<file path="config.mk">
export PLATFORM = sky130hd
export DESIGN_NAME = usrt_apb_ctrl
export DESIGN_NICKNAME = d
export VERILOG_FILES = /design/src/rtl/usrt_apb_ctrl.sv
export SDC_FILE = /design/constraint.sdc
export NUM_CORES = 1
export LEC_CHECK = 0
export ABC_AREA = 1
export CORE_MARGIN = 1.5
export CORE_UTILIZATION = 56
export CTS_CLUSTER_SIZE = 24
export DETAILED_ROUTE_END_ITERATION = 10
export PLACE_DENSITY = 0.81
export SKIP_CTS_REPAIR_TIMING = 1
export SLEW_MARGIN = 20
export SYNTH_ARGS = -nofsm -noshare
export SYNTH_HDL_FRONTEND = slang
export SYNTH_SLANG_ARGS = --single-unit
</file>
<file path="constraint.sdc">
create_clock -name pClk -period 5 [get_ports pClk]
set_clock_uncertainty 0.2 [all_clocks]
set_input_delay 0.75 -clock pClk [delete_from_list [all_inputs] [get_ports pClk]]
set_output_delay 0.75 -clock pClk [all_outputs]
set_load 0.005 [all_outputs]
</file>
<file path="src/rtl/usrt_apb_ctrl.sv">
// rtl/usrt_apb_ctrl.sv - APB register front end for the USRT serializer/deserializer and baud generator
module usrt_apb_ctrl #(
    parameter int          ADDR_W   = 8,
    parameter logic [7:0]  BAUD_RST = 8'd15
) (
    input  logic              pClk,
    input  logic              pReset,
    input  logic              pSelect,
    input  logic              pEnable,
    input  logic              pWrite,
    input  logic [ADDR_W-1:0] pAddress,
    input  logic [7:0]        pWData,
    output logic [7:0]        pRData,
    output logic              pReady,
    output logic              baud_tick,
    output logic              tx_start,
    output logic [10:0]       tx_frame,
    input  logic              tx_done,
    output logic              rx_en,
    input  logic              rx_valid,
    input  logic [10:0]       rx_frame,
    output logic              irq
);

    typedef enum logic [1:0] {T_IDLE, T_START, T_BUSY} txState_t;

    txState_t    state, nextState;
    logic [5:0]  ctrl;
    logic [7:0]  baud, cnt, thr, rbr;
    logic        thrFull, rxValid, rxOvr, parErr, frmErr, txOvf;
    logic        access, wrData, rdData, wrStatus, wrCtrl, wrBaud;
    logic        en, odd, txEn, txLoad, rxGo, rxTake, setOvr, setPar, setFrm;
    logic        thrEmpty, txIdle;
    logic        unusedAddr;

    assign unusedAddr = ^pAddress[ADDR_W-1:2];

    assign access   = pSelect & pEnable;
    assign pReady   = access;
    assign wrData   = access &  pWrite & (pAddress[1:0] == 2'd0);
    assign rdData   = access & ~pWrite & (pAddress[1:0] == 2'd0);
    assign wrStatus = access &  pWrite & (pAddress[1:0] == 2'd1);
    assign wrCtrl   = access &  pWrite & (pAddress[1:0] == 2'd2);
    assign wrBaud   = access &  pWrite & (pAddress[1:0] == 2'd3);

    assign en    = ctrl[0];
    assign odd   = ctrl[1];
    assign txEn  = ctrl[3];
    assign rx_en = en & ctrl[2];

    assign thrEmpty  = ~thrFull;
    assign txIdle    = (state == T_IDLE) & ~thrFull;
    assign baud_tick = en & ~wrBaud & (cnt == baud);

    always_ff @(posedge pClk or posedge pReset) begin
        if (pReset) begin
            cnt <= 8'd0;
        end else if (!en || wrBaud || cnt == baud) begin
            cnt <= 8'd0;
        end else begin
            cnt <= cnt + 8'd1;
        end
    end

    always_comb begin
        nextState = state;
        tx_start  = 1'b0;
        txLoad    = 1'b0;
        case (state)
            T_IDLE: begin
                if (en && txEn && thrFull && baud_tick) begin
                    txLoad    = 1'b1;
                    nextState = T_START;
                end
            end
            T_START: begin
                tx_start  = 1'b1;
                nextState = (en && txEn) ? T_BUSY : T_IDLE;
            end
            T_BUSY: begin
                if (!(en && txEn) || tx_done) nextState = T_IDLE;
            end
            default: nextState = T_IDLE;
        endcase
    end

    // A frame is accepted when the holding register is free; a full one drops it as an overrun.
    assign rxGo   = rx_valid & rx_en;
    assign rxTake = rxGo & (~rxValid | rdData);
    assign setOvr = rxGo & rxValid & ~rdData;
    assign setPar = rxTake & (rx_frame[9] != (^rx_frame[8:1] ^ odd));
    assign setFrm = rxTake & (rx_frame[0] | ~rx_frame[10]);

    always_ff @(posedge pClk or posedge pReset) begin
        if (pReset) begin
            state    <= T_IDLE;
            tx_frame <= 11'd0;
            thr      <= 8'd0;
            thrFull  <= 1'b0;
            rbr      <= 8'd0;
            rxValid  <= 1'b0;
            rxOvr    <= 1'b0;
            parErr   <= 1'b0;
            frmErr   <= 1'b0;
            txOvf    <= 1'b0;
            ctrl     <= 6'd0;
            baud     <= BAUD_RST;
            irq      <= 1'b0;
        end else begin
            state <= nextState;
            if (txLoad) tx_frame <= {1'b1, ^thr ^ odd, thr, 1'b0};

            if (wrData && (!thrFull || txLoad)) begin
                thr     <= pWData;
                thrFull <= 1'b1;
            end else if (txLoad) begin
                thrFull <= 1'b0;
            end

            if (rxTake) begin
                rbr     <= rx_frame[8:1];
                rxValid <= 1'b1;
            end else if (rdData) begin
                rxValid <= 1'b0;
            end

            // Set wins over a same-cycle write-one-to-clear.
            rxOvr  <= (rxOvr  & ~(wrStatus & pWData[3])) | setOvr;
            parErr <= (parErr & ~(wrStatus & pWData[4])) | setPar;
            frmErr <= (frmErr & ~(wrStatus & pWData[5])) | setFrm;
            txOvf  <= (txOvf  & ~(wrStatus & pWData[6])) | (wrData & thrFull & ~txLoad);

            if (wrCtrl) ctrl <= pWData[5:0];
            if (wrBaud) baud <= pWData;

            irq <= (ctrl[4] & rxValid) | (ctrl[5] & thrEmpty) | rxOvr | parErr | frmErr | txOvf;
        end
    end

    always_comb begin
        pRData = 8'd0;
        if (pSelect && !pWrite) begin
            case (pAddress[1:0])
                2'd0:    pRData = rbr;
                2'd1:    pRData = {1'b0, txOvf, frmErr, parErr, rxOvr, txIdle, thrEmpty, rxValid};
                2'd2:    pRData = {2'b00, ctrl};
                default: pRData = baud;
            endcase
        end
    end

endmodule

</file>
After elaboration in Yosys (flattened, before gate mapping)
Index checks and enable logic that the tools add are counted.

storage, ports and cells
  register bits after elaboration = 57
  input bits = 34
  output and inout port bits = 24
  logic and storage cells = 112

cells by class
  $add $sub $neg = 1
  equal/unequal tests = 9
  muxes and demuxes = 14
  bitwise logic cells = 54
  reductions and logical operators = 20

operator list
  kind                 number
  $and 1x1->1          30
  $pmux 8 s3           1
  $mux 8               2
  $reduce_xor 8->1     2
  $not 1->1            11
  $or 1x1->1           11
  $add 8x1->8 const B  1
  $eq 8x8->1           1
  $mux 1               7
  $eq 2x2->1 const B   3
  $mux 2               3
  $pmux 2 s3           1
  $logic_and 1x1->1    5
  $eq 2x1->1 const B   2
  $logic_not 1->1      4
  $logic_not 2->1      2
  $logic_or 1x1->1     4
  $reduce_bool 2->1    2
  $ne 2x1->1 const B   1
  $ne 2x2->1 const B   1
  $reduce_and 2->1     1
  $xor 1x1->1          2
  $ne 1x1->1           1

Depth between registers and ports, before layout
  depth in word-level cells = 12
  mapped depth = 12
  mapped depth without buffers = 11

Least setup slack after synthesis
OpenSTA, ideal clock, no wires.

  path type = input-to-output
  start point = input port pAddress[1]
  end point = output port pRData[6]
  arrival = 1.350 ns
  data required time = 4.050 ns
  path slack = 2.700 ns
  cell stages on the path = 5
  path buffers = 0
  cell sequence = nor2_4 -> inv_1 -> o221ai_1 -> nand2_1 -> inv_1

on the way
  word-level cells in the longest chain between the ends = 3
  elaborated cells between the ends (all ways) = 5
  classes of those cells = eq/ne (2); mux (2); reduce/logical (1)

RTL lines
  element                             RTL line  source
  start, declared                     11        input logic [ADDR_W-1:0] pAddress,
  $eq 2x2->1 (tied with other cells)  143       case (pAddress[1:0])
  $pmux 8 s3 (*)                      143
  $mux 8 (*)                          142       if (pSelect && !pWrite) begin
  end, declared                       13        output logic [7:0] pRData,

Mark *: on every way between the ends. The rest lies on a longest branch, timed or not.

Worst setup path in the final report
  start point = input port pAddress[0]
  end point = output port pRData[2]

Same word-level chain as after synthesis.

==> flow_metrics.env <==
export IMPL_grt_pass1_wl_mm=11.7
export IMPL_synth_top_cell_by_area="dfrtp_1"
export IMPL_grt_max_degree=45
export IMPL_avgSynthCellArea_sq_um=7.82
export IMPL_n_fill_cell=389
export IMPL_critPathLaunchType="primary input"
export IMPL_final_cell_count_no_fill=522
export IMPL_max_stage_delay_ns=0.68
export IMPL_yosys_top_cells_count="153 x nand2_1, 56 x inv_1, 53 x dfrtp_1"
export IMPL_period_minus_slack_ns=3.79
export IMPL_syn_num_nets=426
export IMPL_crit_buf_inv=3
export IMPL_clk_path_buf_depth=2
export IMPL_layout_area_overhead_vs_synth_pct=24.7
export IMPL_io_pins=58
export IMPL_slew_headroom_pct=63.1
export IMPL_start_util_pct=59.1
export IMPL_critPathSlowestCell="clkdlybuf4s50_1"
export IMPL_critPathKind="primary input to output port"
export IMPL_rsz0062_at_grt="no"
export IMPL_gp_congestion=0.931
export IMPL_yosysMostFrequentCell="nand2_1"
export IMPL_setup_viol=0
export IMPL_postLayoutCoreUtil_pct=73.7
export IMPL_die_w_microns=76.9
export IMPL_path_max_fanout=8
export IMPL_syn_area_sq_um=3060
export IMPL_seq_area_frac_synth_pct=46.8
export IMPL_r2r_slack_ns=3.01
export IMPL_end_kind="output port"
export IMPL_min_delay_path_class="flop to flop"
export IMPL_vdd_ir_drop_max_mv=0.279
export IMPL_synth_area_leaders="dfrtp_1 43%, nand2_1 19%, inv_1 6.9%, dfstp_2 3.4%, o21ai_0 3.1%"
export IMPL_leakagePower_nw=1.98
export IMPL_root_buffer="clkbuf_8"
export IMPL_yosysTopAreaCellShare_pct=43.4
export IMPL_clkTransAtPathRegs_ns=0.07
export IMPL_final_area_sq_um=3810
export IMPL_required_ns=4.05
export IMPL_die_h_microns=76.9
export IMPL_async_flop_share_pct=100
export IMPL_postRouteAntennaNets=0
export IMPL_drc=0
export IMPL_clock_latency_ns=0.34
export IMPL_placed_area_sq_um=3600
export IMPL_dieArea_sq_um=5910
export IMPL_cts_tree="yes"
export IMPL_antenna_found_initial=0
export IMPL_cts_sinks=57
export IMPL_tightestPinTransition_ns=0.549
export IMPL_numCtsBuffers=9
export IMPL_fin_crit_sh_pct=75.8
export IMPL_ys_flop_type="dfrtp_1"
export IMPL_dp_cells=506
export IMPL_hold_viol=0
export IMPL_path_cells="clkdlybuf4s50_1, inv_1, nor2_2, nand2_1, nor2_1, a221oi_1, a21oi_1, clkdlybuf4s50_1"
export IMPL_cap_violations=0
export IMPL_crit_arrival_ns=2.84
export IMPL_post_drt_wl_per_cell_microns=13.0
export IMPL_via_per_inst=5.11
export IMPL_drt_iter0_markers=150
export IMPL_outcome="finished clean"
export IMPL_cpMostUsedCell="clkdlybuf4s50_1"
export IMPL_drive_gt1_share_pct=10.4
export IMPL_finalSetupTns_ns=0
export IMPL_core_area_sq_um=5170
export IMPL_ys_warn_count=0
export IMPL_track_usage_pct=25.6
export IMPL_finalWirelength_mm=6.81
export IMPL_max_clock_freq_mhz=264
export IMPL_h_tree_depth=3
export IMPL_synth_seq_cells=57
export IMPL_grt_overflow=0
export IMPL_crit_family="buffers and inverters"
export IMPL_num_vias=2666
export IMPL_yosysUniqueCellTypes=37
export IMPL_synth_edff_count=0
export IMPL_synthCells=391
export IMPL_io_buffers=50
export IMPL_report_final_slew_viol_count=0
export IMPL_grt_pass1_vias=2644
export IMPL_pwr_density_cell_nw_per_um2=404
export IMPL_num_antenna_cells=0
export IMPL_hpwl_mm=5.08
export IMPL_drt_pass1_iterations=4
export IMPL_row_count=26
export IMPL_nets=482
-- kinds of logic after synthesis --
| kind of cell | synth area share [%] |
|---|---|
| DFF | 46.8 |
| and+or+nand+nor | 31.7 |
| adders and majority gates | 0.409 |
| other | 0.123 |
| xor gates and xnor gates | 2.58 |
| muxes | 0.368 |
| buffers and inverters | 8.88 |
| AOI/OAI and AO/OA | 9.17 |
-- registers in the layout, summed over array words and instances, names as in the netlist --
| register | count |
|---|---|
| baud | 8 |
| tx_frame | 10 |
| frmErr | 1 |
| parErr | 1 |
| thrFull | 1 |
| irq | 1 |
| thr | 8 |
| state | 2 |
| cnt | 8 |
| rxOvr | 1 |
| txOvf | 1 |
| ctrl | 6 |
| rxValid | 1 |
| rbr | 8 |
-- area by class of cell --
type	count	area, sq um	area share [%]
sequential	57	1430	37.5
clock inverter	6	82.6	2.17
inverter	59	221	5.81
tap	70	87.6	2.30
multi-input combinational	269	1360	35.5
timing repair buffer	51	508	13.3
clock buffer	10	128	3.35
-- metrics by stage --
step / power, W / setup WS [ns] / hold slack (ns)
final: 0.00154 / 1.21 / 0.267
after global routing: 0.00164 / 1.04 / 0.287
after CTS: 0.00155 / 1.23 / 0.272
after detailed placement: 0.00108 / 1.28 / 0.257
after global placement: 0.00106 / 1.34 / 0.247
after floorplan: 0.000945 / 2.66 / 0.242
-- per-layer routing --
layer / track usage (%) / wire, microns / up-vias
li1: - / - / 1324
met1: 31.5 / 2940 / 1238
met2: 41.6 / 3270 / 78
met3: 4.17 / 300 / 26
met4: 16.7 / 293 / 0
met5: 0 / 0 / -
-- final timing paths --
check | depth (start not counted) | endpoint | startpoint
worst min register to register | 1 | tx_frame[10] | tx_frame[10]
min in group asynchronous | 2 | tx_frame[10] | pReset
max in group asynchronous | 3 | rxValid | pReset
worst max register to register | 11 | thr[1] | baud[1]
worst max-delay path | 8 | pRData[2] | pAddress[0]
worst min-delay path | 1 | tx_frame[10] | tx_frame[10]
-- power by group --
part	internal, W	total (W)	switching, W
combinational	0.000176	0.000404	0.000228
sequential	0.000580	0.000674	0.0000943
clock	0.000278	0.000464	0.000186
-- layout by cell type, fill, tap and decap left out, types with 4 or more instances in the layout --
master           count
o2111ai_1            4
clkdlybuf4s50_1     50
dfrtp_1             53
nand2_1            153
nand3_1             15
a21oi_1              5
o21ai_0             19
dfstp_2              4
o21ai_2              6
inv_1               55
clkbuf_8             9
xor2_1               4
xnor2_1              5
nand2_4              4
inv_2                4
nor2_1              20
o21ai_1              4
nor2_4               4
(Power assumes the default switching activity.)
